### src/rtl/spi_fetch_prefetch_pkg.sv
// Shared constants and the read-FSM state type for the fetch/prefetch bridge.
// Response codes are the AXI4-Lite RRESP/BRESP encodings.
package spi_fetch_prefetch_pkg;

    localparam logic [31:0] SPI_FLASH_LIMIT    = 32'h0000_8000;
    localparam logic [1:0]  AXI4_RESP_L_OKAY   = 2'b00;
    localparam logic [1:0]  AXI4_RESP_L_SLVERR = 2'b10;

    typedef enum logic [2:0] {
        IDLE,
        HIT_RESP,
        ERR_RESP,
        MISS_AR,
        MISS_R,
        MISS_RESP,
        PF_AR,
        PF_R
    } fetch_state_t;

endpackage

### src/rtl/spi_fetch_prefetch_if.sv
// AXI4-Lite bus bundle with master/slave views.
// Write and read channels are both present; users tie off the ones they do not use.
interface axi4_lite_if #(
    parameter int DATA_SIZE = 32,
    parameter int ADDR_SIZE = 32
);
    logic                   awvalid;
    logic                   awready;
    logic [ADDR_SIZE-1:0]   awaddr;
    logic                   wvalid;
    logic                   wready;
    logic [DATA_SIZE-1:0]   wdata;
    logic [DATA_SIZE/8-1:0] wstrb;
    logic                   bvalid;
    logic                   bready;
    logic [1:0]             bresp;
    logic                   arvalid;
    logic                   arready;
    logic [ADDR_SIZE-1:0]   araddr;
    logic                   rvalid;
    logic                   rready;
    logic [DATA_SIZE-1:0]   rdata;
    logic [1:0]             rresp;

    modport master (
        output awvalid, awaddr, wvalid, wdata, wstrb, bready, arvalid, araddr, rready,
        input  awready, wready, bvalid, bresp, arready, rvalid, rdata, rresp
    );

    modport slave (
        input  awvalid, awaddr, wvalid, wdata, wstrb, bready, arvalid, araddr, rready,
        output awready, wready, bvalid, bresp, arready, rvalid, rdata, rresp
    );
endinterface

### src/rtl/spi_fetch_prefetch.sv
// Read-only fetch bridge with a one-word next-line prefetch buffer; hit/error respond 1 cycle after AR,
// misses 1 cycle after the flash R beat. Core AR is stalled while any flash transaction is in flight.
module spi_fetch_prefetch
    import spi_fetch_prefetch_pkg::*;
#(
    parameter bit          PREFETCH_EN = 1'b1,
    parameter logic [31:0] FLASH_LIMIT = SPI_FLASH_LIMIT
) (
    input  logic        ACLK,
    input  logic        ARESETn,
    axi4_lite_if.slave  core,
    axi4_lite_if.master flash
);

    fetch_state_t state;
    logic [31:0]  req;
    logic         pf_vld;
    logic [29:0]  pf_tag;
    logic [31:0]  pf_dat;

    logic         ar_rdy;
    logic         r_vld;
    logic [31:0]  r_dat;
    logic [1:0]   r_resp;
    logic         f_arvld;
    logic [31:0]  f_araddr;
    logic         f_rrdy;

    logic         aw_rdy;
    logic         w_rdy;
    logic         aw_cap;
    logic         w_cap;
    logic         b_vld;

    logic [31:0]  req_word;
    logic [32:0]  next_addr;
    logic         pf_ok;

    assign req_word  = {core.araddr[31:2], 2'b00};
    // 33-bit sum so an address near 2^32 cannot wrap below the limit
    assign next_addr = {1'b0, req} + 33'd4;
    assign pf_ok     = next_addr < {1'b0, FLASH_LIMIT};

    always_ff @(posedge ACLK or negedge ARESETn) begin
        if (!ARESETn) begin
            state    <= IDLE;
            req      <= '0;
            pf_vld   <= 1'b0;
            pf_tag   <= '0;
            pf_dat   <= '0;
            ar_rdy   <= 1'b0;
            r_vld    <= 1'b0;
            r_dat    <= '0;
            r_resp   <= AXI4_RESP_L_SLVERR;
            f_arvld  <= 1'b0;
            f_araddr <= '0;
            f_rrdy   <= 1'b0;
        end else begin
            case (state)
                IDLE: begin
                    if (ar_rdy && core.arvalid) begin
                        ar_rdy <= 1'b0;
                        req    <= req_word;
                        if (req_word >= FLASH_LIMIT) begin
                            state  <= ERR_RESP;
                            r_vld  <= 1'b1;
                            r_dat  <= '0;
                            r_resp <= AXI4_RESP_L_SLVERR;
                        end else if (pf_vld && pf_tag == core.araddr[31:2]) begin
                            state  <= HIT_RESP;
                            r_vld  <= 1'b1;
                            r_dat  <= pf_dat;
                            r_resp <= AXI4_RESP_L_OKAY;
                        end else begin
                            state    <= MISS_AR;
                            f_arvld  <= 1'b1;
                            f_araddr <= req_word;
                        end
                    end else begin
                        ar_rdy <= 1'b1;
                    end
                end
                HIT_RESP: begin
                    if (core.rready) begin
                        r_vld  <= 1'b0;
                        pf_vld <= 1'b0;
                        ar_rdy <= 1'b1;
                        state  <= IDLE;
                    end
                end
                ERR_RESP: begin
                    if (core.rready) begin
                        r_vld  <= 1'b0;
                        ar_rdy <= 1'b1;
                        state  <= IDLE;
                    end
                end
                MISS_AR: begin
                    if (flash.arready) begin
                        f_arvld <= 1'b0;
                        f_rrdy  <= 1'b1;
                        state   <= MISS_R;
                    end
                end
                MISS_R: begin
                    if (flash.rvalid) begin
                        f_rrdy <= 1'b0;
                        r_vld  <= 1'b1;
                        r_dat  <= flash.rdata;
                        r_resp <= flash.rresp;
                        state  <= MISS_RESP;
                    end
                end
                MISS_RESP: begin
                    if (core.rready) begin
                        r_vld <= 1'b0;
                        if (r_resp != AXI4_RESP_L_OKAY) begin
                            pf_vld <= 1'b0;
                        end
                        if (PREFETCH_EN && r_resp == AXI4_RESP_L_OKAY && pf_ok) begin
                            f_arvld  <= 1'b1;
                            f_araddr <= next_addr[31:0];
                            state    <= PF_AR;
                        end else begin
                            ar_rdy <= 1'b1;
                            state  <= IDLE;
                        end
                    end
                end
                PF_AR: begin
                    if (flash.arready) begin
                        f_arvld <= 1'b0;
                        f_rrdy  <= 1'b1;
                        state   <= PF_R;
                    end
                end
                PF_R: begin
                    if (flash.rvalid) begin
                        f_rrdy <= 1'b0;
                        if (flash.rresp == AXI4_RESP_L_OKAY) begin
                            pf_vld <= 1'b1;
                            pf_tag <= next_addr[31:2];
                            pf_dat <= flash.rdata;
                        end else begin
                            pf_vld <= 1'b0;
                        end
                        ar_rdy <= 1'b1;
                        state  <= IDLE;
                    end
                end
                default: state <= IDLE;
            endcase
        end
    end

    // Writes are never forwarded: collect AW and W in any order, then answer SLVERR.
    always_ff @(posedge ACLK or negedge ARESETn) begin
        if (!ARESETn) begin
            aw_rdy <= 1'b0;
            w_rdy  <= 1'b0;
            aw_cap <= 1'b0;
            w_cap  <= 1'b0;
            b_vld  <= 1'b0;
        end else if (b_vld && core.bready) begin
            b_vld  <= 1'b0;
            aw_cap <= 1'b0;
            w_cap  <= 1'b0;
            aw_rdy <= 1'b1;
            w_rdy  <= 1'b1;
        end else begin
            if (aw_rdy && core.awvalid) begin
                aw_cap <= 1'b1;
                aw_rdy <= 1'b0;
            end else if (!aw_cap) begin
                aw_rdy <= 1'b1;
            end
            if (w_rdy && core.wvalid) begin
                w_cap <= 1'b1;
                w_rdy <= 1'b0;
            end else if (!w_cap) begin
                w_rdy <= 1'b1;
            end
            if (aw_cap && w_cap) begin
                b_vld <= 1'b1;
            end
        end
    end

    assign core.arready = ar_rdy;
    assign core.rvalid  = r_vld;
    assign core.rdata   = r_dat;
    assign core.rresp   = r_resp;
    assign core.awready = aw_rdy;
    assign core.wready  = w_rdy;
    assign core.bvalid  = b_vld;
    assign core.bresp   = AXI4_RESP_L_SLVERR;

    assign flash.arvalid = f_arvld;
    assign flash.araddr  = f_araddr;
    assign flash.rready  = f_rrdy;
    assign flash.awvalid = 1'b0;
    assign flash.awaddr  = '0;
    assign flash.wvalid  = 1'b0;
    assign flash.wdata   = '0;
    assign flash.wstrb   = '0;
    assign flash.bready  = 1'b0;

    logic unused_ok;
    assign unused_ok = ^{core.araddr[1:0], core.awaddr, core.wdata, core.wstrb,
                         flash.awready, flash.wready, flash.bvalid, flash.bresp};

endmodule

### src/flat_wrapper.sv
// flat-port wrapper written by rule: the top's interface ports become plain ports
module spi_fetch_prefetch_flat import spi_fetch_prefetch_pkg::*;
#(
    parameter bit          PREFETCH_EN = 1'b1,
    parameter logic [31:0] FLASH_LIMIT = SPI_FLASH_LIMIT
)
  (ACLK, ARESETn, core_awvalid, core_awaddr, core_wvalid, core_wdata, core_wstrb, core_bready, core_arvalid, core_araddr, core_rready, core_awready, core_wready, core_bvalid, core_bresp, core_arready, core_rvalid, core_rdata, core_rresp, flash_awvalid, flash_awaddr, flash_wvalid, flash_wdata, flash_wstrb, flash_bready, flash_arvalid, flash_araddr, flash_rready, flash_awready, flash_wready, flash_bvalid, flash_bresp, flash_arready, flash_rvalid, flash_rdata, flash_rresp);
  axi4_lite_if core_i ();
  axi4_lite_if flash_i ();
  input  logic ACLK;
  input  logic ARESETn;
  input wire logic [$bits(core_i.awvalid)-1:0] core_awvalid;
  input wire logic [$bits(core_i.awaddr)-1:0] core_awaddr;
  input wire logic [$bits(core_i.wvalid)-1:0] core_wvalid;
  input wire logic [$bits(core_i.wdata)-1:0] core_wdata;
  input wire logic [$bits(core_i.wstrb)-1:0] core_wstrb;
  input wire logic [$bits(core_i.bready)-1:0] core_bready;
  input wire logic [$bits(core_i.arvalid)-1:0] core_arvalid;
  input wire logic [$bits(core_i.araddr)-1:0] core_araddr;
  input wire logic [$bits(core_i.rready)-1:0] core_rready;
  output wire logic [$bits(core_i.awready)-1:0] core_awready;
  output wire logic [$bits(core_i.wready)-1:0] core_wready;
  output wire logic [$bits(core_i.bvalid)-1:0] core_bvalid;
  output wire logic [$bits(core_i.bresp)-1:0] core_bresp;
  output wire logic [$bits(core_i.arready)-1:0] core_arready;
  output wire logic [$bits(core_i.rvalid)-1:0] core_rvalid;
  output wire logic [$bits(core_i.rdata)-1:0] core_rdata;
  output wire logic [$bits(core_i.rresp)-1:0] core_rresp;
  output wire logic [$bits(flash_i.awvalid)-1:0] flash_awvalid;
  output wire logic [$bits(flash_i.awaddr)-1:0] flash_awaddr;
  output wire logic [$bits(flash_i.wvalid)-1:0] flash_wvalid;
  output wire logic [$bits(flash_i.wdata)-1:0] flash_wdata;
  output wire logic [$bits(flash_i.wstrb)-1:0] flash_wstrb;
  output wire logic [$bits(flash_i.bready)-1:0] flash_bready;
  output wire logic [$bits(flash_i.arvalid)-1:0] flash_arvalid;
  output wire logic [$bits(flash_i.araddr)-1:0] flash_araddr;
  output wire logic [$bits(flash_i.rready)-1:0] flash_rready;
  input wire logic [$bits(flash_i.awready)-1:0] flash_awready;
  input wire logic [$bits(flash_i.wready)-1:0] flash_wready;
  input wire logic [$bits(flash_i.bvalid)-1:0] flash_bvalid;
  input wire logic [$bits(flash_i.bresp)-1:0] flash_bresp;
  input wire logic [$bits(flash_i.arready)-1:0] flash_arready;
  input wire logic [$bits(flash_i.rvalid)-1:0] flash_rvalid;
  input wire logic [$bits(flash_i.rdata)-1:0] flash_rdata;
  input wire logic [$bits(flash_i.rresp)-1:0] flash_rresp;
  assign core_i.awvalid = core_awvalid;
  assign core_i.awaddr = core_awaddr;
  assign core_i.wvalid = core_wvalid;
  assign core_i.wdata = core_wdata;
  assign core_i.wstrb = core_wstrb;
  assign core_i.bready = core_bready;
  assign core_i.arvalid = core_arvalid;
  assign core_i.araddr = core_araddr;
  assign core_i.rready = core_rready;
  assign core_awready = core_i.awready;
  assign core_wready = core_i.wready;
  assign core_bvalid = core_i.bvalid;
  assign core_bresp = core_i.bresp;
  assign core_arready = core_i.arready;
  assign core_rvalid = core_i.rvalid;
  assign core_rdata = core_i.rdata;
  assign core_rresp = core_i.rresp;
  assign flash_awvalid = flash_i.awvalid;
  assign flash_awaddr = flash_i.awaddr;
  assign flash_wvalid = flash_i.wvalid;
  assign flash_wdata = flash_i.wdata;
  assign flash_wstrb = flash_i.wstrb;
  assign flash_bready = flash_i.bready;
  assign flash_arvalid = flash_i.arvalid;
  assign flash_araddr = flash_i.araddr;
  assign flash_rready = flash_i.rready;
  assign flash_i.awready = flash_awready;
  assign flash_i.wready = flash_wready;
  assign flash_i.bvalid = flash_bvalid;
  assign flash_i.bresp = flash_bresp;
  assign flash_i.arready = flash_arready;
  assign flash_i.rvalid = flash_rvalid;
  assign flash_i.rdata = flash_rdata;
  assign flash_i.rresp = flash_rresp;
  spi_fetch_prefetch #(.PREFETCH_EN(PREFETCH_EN), .FLASH_LIMIT(FLASH_LIMIT)) u_core (.ACLK(ACLK), .ARESETn(ARESETn), .core(core_i), .flash(flash_i));
endmodule
### config.mk
export PLATFORM = sky130hd
export DESIGN_NAME = spi_fetch_prefetch_flat
export DESIGN_NICKNAME = d
export VERILOG_FILES = /design/src/rtl/spi_fetch_prefetch_pkg.sv /design/src/rtl/spi_fetch_prefetch_if.sv /design/src/rtl/spi_fetch_prefetch.sv /design/src/flat_wrapper.sv
export SDC_FILE = /design/constraint.sdc
export NUM_CORES = 1
export LEC_CHECK = 0
export BUFFER_PORTS_ARGS = -buffer_cell sky130_fd_sc_hd__buf_2
export CORE_ASPECT_RATIO = 1.4
export CORE_UTILIZATION = 51
export CTS_CLUSTER_DIAMETER = 60
export DETAILED_ROUTE_END_ITERATION = 12
export PLACE_DENSITY = 0.81
export RECOVER_POWER = 100
export SYNTH_ARGS = -nofsm -noshare
export SYNTH_HDL_FRONTEND = slang
export SYNTH_SLANG_ARGS = --single-unit
### constraint.sdc
create_clock -name ACLK -period 3.2 [get_ports ACLK]
set_input_delay 0.16 -clock ACLK [delete_from_list [all_inputs] [get_ports ACLK]]
set_output_delay 0.16 -clock ACLK [all_outputs]
set_load 0.03 [all_outputs]
After elaboration in Yosys (flattened, before gate mapping)
Index checks and enable logic that the tools add are counted.

word-level totals
  output and inout port bits = 146
  bits in registers = 171
  input port bits = 148
  logic and storage cells = 147

cells by class
  equal/unequal tests = 27
  magnitude comparators = 2
  reduce and logical (&&, ||, !) cells = 35
  add/subtract/negate cells = 1
  muxes and demuxes = 65

operators with widths
  operator               number
  $mux 32                9
  $pmux 32 s2            2
  $add 32x3->33 const B  1
  $lt 33x16->1 const B   1
  $mux 1                 33
  $ge 32x16->1 const B   1
  $eq 30x30->1           1
  $mux 3                 9
  $pmux 3 s7             1
  $ne 2x2->1 const B     9
  $reduce_and 5->1       3
  $ne 2x1->1 const B     7
  $reduce_and 7->1       2
  $reduce_bool 2->1      7
  $eq 3x3->1 const B     4
  $mux 2                 5
  $pmux 1 s3             3
  $reduce_bool 3->1      3
  $logic_and 1x1->1      7
  $eq 3x2->1 const B     2
  $ne 3x3->1 const B     2
  $reduce_and 3->1       2
  $reduce_and 6->1       1
  $reduce_or 2->1        3
  11 further kinds       12

Logic depth before layout (Yosys ltp)
Gate-level depths: netlist (run 1).

  word-level depth = 6
  depth in mapped cells = 10

Least setup slack after synthesis (run 1)
No wires, ideal clock.

  kind = register to register
  from = reg u_core.req[2]
  to = reg u_core.f_araddr[12] (netlist: u_core.flash.araddr[12])
  required time = 3.074 ns
  buffers on the path = 1
  setup time = 0.126 ns
  slack = 0.289 ns
  arrival time = 2.785 ns
  period minus slack after synthesis = 2.911 ns
  stages on the path, launching flop included = 11
  path through = dfrtp_1 ha_1 nand4_2 nor3_4 nand3_1 o311a_1 a2111o_1 nor2_4 o22ai_2 buf_6 a221o_1

on the way
  cells in the longest elaborated chain, start to end = 5
  elaborated cells between the ends (all ways) = 8
  those cells by class = add/sub: 1; order compare: 1; eq/ne: 1; mux: 3; reduce/logical: 2

ends and longest elaborated chain
  item                        line                       RTL
  from (decl)                 spi_fetch_prefetch.sv:16   logic [31:0] req;
  from (signal assigned)      spi_fetch_prefetch.sv:63   req <= req_word;
  $add 32x3->33 *             spi_fetch_prefetch.sv:41   assign next_addr = {1'b0, req} + 33'd4;
  $lt 33x16->1                spi_fetch_prefetch.sv:42   assign pf_ok = next_addr < {1'b0, FLASH_LIMIT};
  $logic_and 1x1->1           spi_fetch_prefetch.sv:120  if (PREFETCH_EN && r_resp == AXI4_RESP_L_OKAY && pf_ok) begin
  $ne 2x1->1 (no line)        --
  $reduce_and 6->1 (no line)  --
  to (signal assigned)        spi_fetch_prefetch.sv:77   f_araddr <= req_word;
  to (signal assigned)        spi_fetch_prefetch.sv:122  f_araddr <= next_addr[31:0];
  to (decl)                   spi_fetch_prefetch.sv:26   logic [31:0] f_araddr;

Mark *: on every way between the ends. The rest lies on a longest branch, timed or not. The select of a mux whose other input is x is not followed.
A chain may end at the register's enable or synchronous reset.

Final worst setup path (run 1)
  from = reg u_core.req[3]
  to = reg u_core.f_araddr[2] (netlist: u_core.flash.araddr[2])

on the way
  cells in the longest elaborated chain, start to end = 5

ends and longest elaborated chain
  item                        line
  $add 32x3->33               spi_fetch_prefetch.sv:41
  $lt 33x16->1                spi_fetch_prefetch.sv:42
  $logic_and 1x1->1           spi_fetch_prefetch.sv:120
  $ne 2x1->1 (no line)        --
  $reduce_and 6->1 (no line)  --

No other way between the ends.

==> results of run 1 <==
## cell usage after synthesis, drive strengths merged, types with 8 or more instances
cell type	number
a21oi	10
a221o	8
a31oi	8
and2	27
buf	80
clkbuf	37
dfrtp	168
inv	14
mux2	71
nand2	192
nand3	13
nand4	16
nor2	28
nor3	8
nor4	13
o21ai	81
xnor2	38
xor2	22
## cell type report
class / instances / share of cell area
diodes: 1 / 0.000233
clock buffers: 22 / 0.0442
clock inverters: 9 / 0.0107
inverters: 14 / 0.00490
multi-input cells: 678 / 0.387
flip-flops and latches: 169 / 0.394
well taps: 232 / 0.0270
repair buffers: 231 / 0.132
## worst max-delay path, delay by kind of cell, from the launching register on
family | cells | cell delay (ns)
adders and majority gates | 1 | 0.20
buffers and inverters | 2 | 0.43
AOI/OAI and AO/OA | 4 | 1.19
and+or+nand+nor | 4 | 0.69
DFF | 1 | 0.40
## registers in the layout, summed over array words and instances, names as in the netlist, 2 cells and up
| signal | flops |
|---|---|
| u_core.core.rdata | 32 |
| u_core.pf_dat | 32 |
| u_core.flash.araddr | 30 |
| u_core.pf_tag | 30 |
| u_core.req | 30 |
| u_core.state | 3 |
| u_core.core.rresp | 2 |
## worst paths after layout
kind / startpoint / end / depth (start not counted)
setup / recovery: u_core.req[3] / u_core.flash.araddr[2] / 11
hold / removal: core_araddr[27] / u_core.req[27] / 3
setup reg to reg: u_core.req[3] / u_core.flash.araddr[2] / 11
hold reg to reg: u_core.flash.araddr[27] / u_core.flash.araddr[27] / 1
max in group asynchronous: ARESETn / u_core.pf_tag[19] / 3
min in group asynchronous: ARESETn / u_core.core.awready / 2
## what timing repair did
| action | 4_1_cts | 5_1_grt |
|---|---|---|
| resized for setup | 0 | 4 |
| hold buffers | 55 | 1 |
| setup buffers | 0 | 2 |
| endpoints found under the hold margin | 122 | 1 |
| setup endpoints to repair | 0 | 27 |
## per-layer routing
| metal | vias to the layer above | part of all wire |
|---|---|---|
| met4 | 0 | 0.039 |
| met5 | - | 0 |
| met2 | 283 | 0.52 |
| li1 | 3340 | - |
| met1 | 3502 | 0.39 |
| met3 | 57 | 0.055 |
## power groups by stage
stage | Sequential, W | Combinational [W] | Clock, W
after floorplan | 0.00299 | 0.00158 | 0
after detailed placement | 0.00288 | 0.00236 | 0
after global routing | 0.00291 | 0.00263 | 0.00217
final | 0.00287 | 0.00240 | 0.00206
after CTS | 0.00286 | 0.00243 | 0.00209
after global placement | 0.00287 | 0.00230 | 0
## stage by stage
step,setup WS (ns),instances
after floorplan,0.289,978
after global placement,0.192,1266
after detailed placement,0.152,1266
after CTS,0.0425,1352
after global routing,0.0316,1356
final,0.203,1356
## cell families (layout without fill, tap and decap cells)
kind of cell    after synthesis  count (layout)  share of synthesized area
simple gates                328             328                      0.179
flops                       169             169                      0.477
compound gates              137             137                     0.0962
buf+inv                     131             276                     0.0885
mux                          77              77                     0.0970
xor+xnor                     60              60                     0.0593
other cells                   2              76                   0.000848
fa+ha+maj                     1               1                    0.00141
==> summary.md, run 1 <==
| Metric | Value |
|---|---|
| Area occupied by multi-input gates | `4150 um2` |
| Min Tclk post-route | `3.00 ns` |
| Initial Util | `0.525` |
| DR pass1 iterations | `4` |
| Port Buffers | `143` |
| Sw Ratio | `0.376` |
| First-pass GRT wire length | `35600 um` |
| Root Driver | `clkbuf_16` |
| Internal Power | `0.00458 W` |
| Worst path max stage delay | `0.47 ns` |
| Clk pin slew, worst setup/hold paths | `0.06 ns` |
| Psw | `0.00276 W` |
| Final Hold Vio Count | `0` |
| Layout cells sized above 1 | `0.193` |
| Grt met1 use | `0.290` |
| Core footprint | `16900 um2` |
| DRC Markers | `0` |
| Worst Path Class, Setup | `register to register` |
| R2R Setup Slk | `0.20 ns` |
| Vias/cell | `5.30` |
| Clk buf depth | `2` |
| Pwr/cell area | `684 nW/um2` |
| Total congestion overflow | `0` |
| FP Rows | `56` |
| Busiest metal layer after global routing | `met2` |
| Hold WC Path Type | `input pin to register` |
| Final Power | `0.00734 W` |
| GP Congestion | `0.934` |
| Failing checks | `max-capacitance violations, max-slew violations` |
| Endpoint class of the critical path | `register` |
| Area contributors post-synth | `dfrtp_1 47%, mux2_2 9.0%, nand2_1 8.1%, buf_4 6.4%, o21ai_0 4.6%` |
| Synthesized flop and latch total | `169` |
| Status | `finished, violations left` |
| Sequential Power Share | `0.391` |
| Setup_tns | `0 ns` |
| Worst Path Arrival | `3.35 ns` |
| Routed Antenna Nets | `0` |
| Filler Cell Count | `1374` |
| Area after DPL | `9690 um2` |
| Startpoint types | `register` |
| RSZ-0062 raised after global routing | `false` |
| Ys Warns | `0` |
| Util after Layout | `0.636` |
| Clk_lat worst skew | `0.43 ns` |
| Final instance area | `10700 um2` |
| Period Utilization, post-route | `0.937` |
| Layout net count | `1260` |
| Worst vdd ir | `365 uV` |
| Die area | `17900 um2` |
| Combinational share of power | `0.328` |
| CTS sink cnt | `169` |
| Cells after Synth | `905` |
| Final Hold Slack | `0.0110 ns` |
| Sequential area share after synthesis | `0.477` |
| Setup Skew | `0.0103 ns` |
| Max Transition Viols Final | `70` |
| Top cell type by total area after synthesis | `dfrtp_1` |
| Mean Syn Cell Area | `9.79 um2` |
| Die height | `158 um` |
| CP required | `3.55 ns` |
| Largest net degree at the start of global routing | `75` |
| 1st-iter DRT viols | `545` |
| Chip width | `113 um` |
| Top cell type's share of synthesized area | `0.474` |
| CTS buffer count | `17` |
| CTS H-tree depth | `4` |
| Slew margin rel. | `-0.154` |
| Crit path max fanout | `20` |
| CP dominant cell by count | `buf_4` |
| Clock share of power | `0.281` |
| Max cap viols | `1` |
| Synthesized area | `8860 um2` |
| Worst-Margin Slew | `1.73 ns` |
| Distinct cells, synth | `62` |
| Routed via count | `7182` |
| Synth Flop Type | `dfrtp_1` |
| TritonCTS clock tree | `built` |
| Critical-path cell list | `ha_1 -> nand4_2 -> nor3_4 -> buf_4 -> nand3_1 -> o311a_1 -> a2111o_1 -> nor2_4 -> o22ai_4 -> buf_4 -> o2bb2a_1` |
| Seq. cell area | `4230 um2` |
| GRT met3 Usage | `0.0605` |
| Cell leakage power | `5.04 nW` |
| Drt total wl | `22300 um` |
| CP max stage cell | `a2111o_1` |
| Setup violations, final | `0` |
| Post-synth EDFFs | `0` |
| Drt wl/cell | `16.4 um` |
| Fmax | `0.334 GHz` |
| Most frequent cells in the layout | `192 x nand2_1, 168 x dfrtp_1, 81 x o21ai_0, 77 x clkbuf_1, 75 x conb_1` |
| I/O pins | `294` |
| Antenna violations before repair | `1` |
| Synth-to-Final Area Change | `21.1%` |
| Met2 Usage GRT | `0.456` |
| Dpl hpwl | `14800 um` |
| Vias in the first global route | `7215` |
| Commonest non-fill, non-tap cell in the layout | `nand2_1` |
| FFs w/ async S/R, synth | `1.00` |
| GRT Total Usage | `0.258` |
(Power assumes the default switching activity.)
==> inputs of run 2 (changes only) <==
Settings changed: CELL_PAD_IN_SITES_DETAIL_PLACEMENT set to 2, CELL_PAD_IN_SITES_GLOBAL_PLACEMENT set to 2, CORE_UTILIZATION 51 to 30, PLACE_DENSITY 0.81 to not set, PLACE_DENSITY_LB_ADDON set to 0.1.
==> run 2 against run 1 <==
Clock skew up 0.00057 ns. Final area up 4.5%. Setup slack lost 0.087 ns. Wire length is 26% higher. The flow still finishes with violations (max-capacitance violations, max-slew violations).
==> summary.md, run 2 (synthesis results as in run 1) <==
| Metric | Value |
|---|---|
| 1st-iter DRT viols | `171 (-69%)` |
| DRC Markers | `0 (unchanged)` |
| Status | `finished, violations left` |
| Max Transition Viols Final | `114 (+63%)` |
| Failing checks | `max-capacitance violations, max-slew violations` |
| Register-to-Register Path Depth | `9 (-2)` |
| CTS sink cnt | `169 (unchanged)` |
| Endpoint class of the critical path | `register` |
| Startpoint types | `input pin` |
| Hold WC Path Type | `input pin to register` |
| Worst Path Arrival | `3.41 ns (+0.06 ns)` |
| Worst setup margin | `0.116 ns (-0.0873 ns)` |
| Fmax | `0.324 GHz (-2.8%)` |
| CP required | `3.52 ns (-0.03 ns)` |
| Worst path max stage delay | `0.54 ns (+0.07 ns)` |
| Final Non-Filler Cells | `1536 (+13%)` |
| Die height | `205 um (+30%)` |
| Max cap viols | `2 (+1)` |
| Setup Skew | `0.0109 ns (+0.000565 ns)` |
| RSZ-0062 raised after global routing | `false` |
| Worst Hold Depth | `3 (unchanged)` |
| Worst Path Class, Setup | `input pin to register` |
| Setup_tns | `0 ns (unchanged)` |
| Period Utilization, post-route | `0.964 (+0.0273)` |
| FP Rows | `74 (+32%)` |
| Clk pin slew, worst setup/hold paths | `0.07 ns (about the same)` |
| Initial Util | `0.305 (-0.220)` |
| Routed Antenna Nets | `0 (unchanged)` |
| Setup violations, final | `0 (unchanged)` |
| Clk_lat worst skew | `0.44 ns (about the same)` |
| Port Buffers | `143 (unchanged)` |
| Cell leakage power | `5.20 nW (+3.2%)` |
| Clk buf depth | `2 (unchanged)` |
| Critical-path cell list | `dlygate4sd3_1 -> buf_2 -> xnor2_1 -> nand4_1 -> nor4_1 -> buf_4 -> nand4_1 -> nor3b_1 -> o21a_1 -> a21oi_1 -> buf_12 -> mux2_2` |
| Vias in the first global route | `8009 (+11%)` |
| Util after Layout | `0.386 (-0.250)` |
| CP max stage cell | `dlygate4sd3_1` |
| Worst-Margin Slew | `2.37 ns (+0.644 ns)` |
| Worst vdd ir | `401 uV (+9.9%)` |
| Pwr/cell area | `694 nW/um2 (+1.5%)` |
| Chip width | `147 um (+30%)` |
| Crit path max fanout | `19 (-5.0%)` |
| Final Power | `0.00779 W (+6.1%)` |
| CTS buffer count | `17 (unchanged)` |
| Total congestion overflow | `0 (unchanged)` |
| Largest net degree at the start of global routing | `86 (+15%)` |
| Slew margin rel. | `-0.583 (-0.430)` |
| Min Tclk post-route | `3.08 ns (+0.0873 ns)` |
| GRT Total Usage | `0.193 (-0.0652)` |
| Die area | `30200 um2 (+69%)` |
| Synth-to-Final Area Change | `26.6%` |
| Routed via count | `7278 (+1.3%)` |
| CTS H-tree depth | `4 (unchanged)` |
| Ant diodes | `0 (-1)` |
| I/O pins | `294 (unchanged)` |
| Commonest non-fill, non-tap cell in the layout | `nand2_1` |
| DR pass1 iterations | `4 (unchanged)` |
| Root Driver | `clkbuf_16` |
| Dpl hpwl | `20200 um (+36%)` |
| CP dominant cell by count | `nand4_1` |
| Drt total wl | `28100 um (+26%)` |
| Post-place setup slack | `0.0627 ns (-0.0897 ns)` |
| Vias/cell | `4.74 (-11%)` |
| Layout net count | `1292 (+2.5%)` |
| TritonCTS clock tree | `built` |
| Final Hold Vio Count | `0 (unchanged)` |
| Drt wl/cell | `18.3 um (+11%)` |
| Antenna violations before repair | `4 (+3)` |
| First-pass GRT wire length | `44700 um (+26%)` |
| Placed cells | `1446 (+14%)` |
| Layout cells sized above 1 | `0.211 (+0.0178)` |
| GP Congestion | `0.762 (-18%)` |
| Core footprint | `29100 um2 (+72%)` |
| Most frequent cells in the layout | `192 x nand2_1, 168 x dfrtp_1, 81 x o21ai_0, 79 x clkbuf_1, 75 x conb_1` |
-- run 2: through the flow --
stage | hold WS, ns | area, um2
floorplan | -0.136 | 9140
global placement | 0.306 | 10100
detailed placement | 0.306 | 10100
CTS | 0.00415 | 11400
global route | 0.0266 | 11200
finish | 0.0288 | 11200
-- run 2: final cells by class --
cell class / instances / area, um2
fill: 3305 / 17900
sequential: 169 / 4230
multi-input combinational: 678 / 4140
timing repair buffer: 263 / 1690
tap: 380 / 475
clock buffer: 17 / 425
clock inverter: 15 / 210
inverter: 14 / 52.6
-- run 2: timing repair --
action / 4_1_cts / 5_1_grt
hold endpoints to repair: 139 / 0
setup buffers: 0 / 0
hold buffers: 58 / 0
resized for setup: 0 / 2
setup endpoints to repair: 0 / 21
-- run 2: final timing paths --
kind / from / to / slack, ns
worst min-delay path: core_araddr[16] / u_core.req[16] / 0.03
worst min register to register: u_core.flash.araddr[30] / u_core.flash.araddr[30] / 0.49
worst max register to register: u_core.pf_tag[2] / u_core.core.rdata[25] / 0.15
min in group asynchronous: ARESETn / u_core.flash.araddr[4] / 0.95
worst max-delay path: core_araddr[20] / u_core.core.rdata[25] / 0.12
max in group asynchronous: ARESETn / u_core.core.rdata[30] / 0.63
-- run 2: power breakdown --
| part | internal, W | switching, W | total, W | leakage (nW) |
|---|---|---|---|---|
| sequential | 0.00247 | 0.000365 | 0.00283 | 2.25 |
| combinational | 0.00101 | 0.00167 | 0.00267 | 2.65 |
| clock | 0.00132 | 0.000959 | 0.00228 | 0.306 |
| total | 0.00480 | 0.00299 | 0.00779 | 5.20 |
-- run 2: worst max-delay path: cells and delay by family --
family,cells,cell delay (ns)
compound gates,2,0.63
xor+xnor,1,0.35
buf+inv,4,1.11
mux,1,0.35
simple gates,4,0.80
-- run 2: metal layers --
layer  GRT usage  wire length [um]  part of all wire  vias to the layer above
met2       0.352             15000              0.53                      144
li1            -                 -                 -                     3402
met4      0.0626               580             0.021                        6
met3      0.0455              1320             0.047                       33
met5           0                39            0.0014                        -
met1       0.220             11200              0.40                     3693
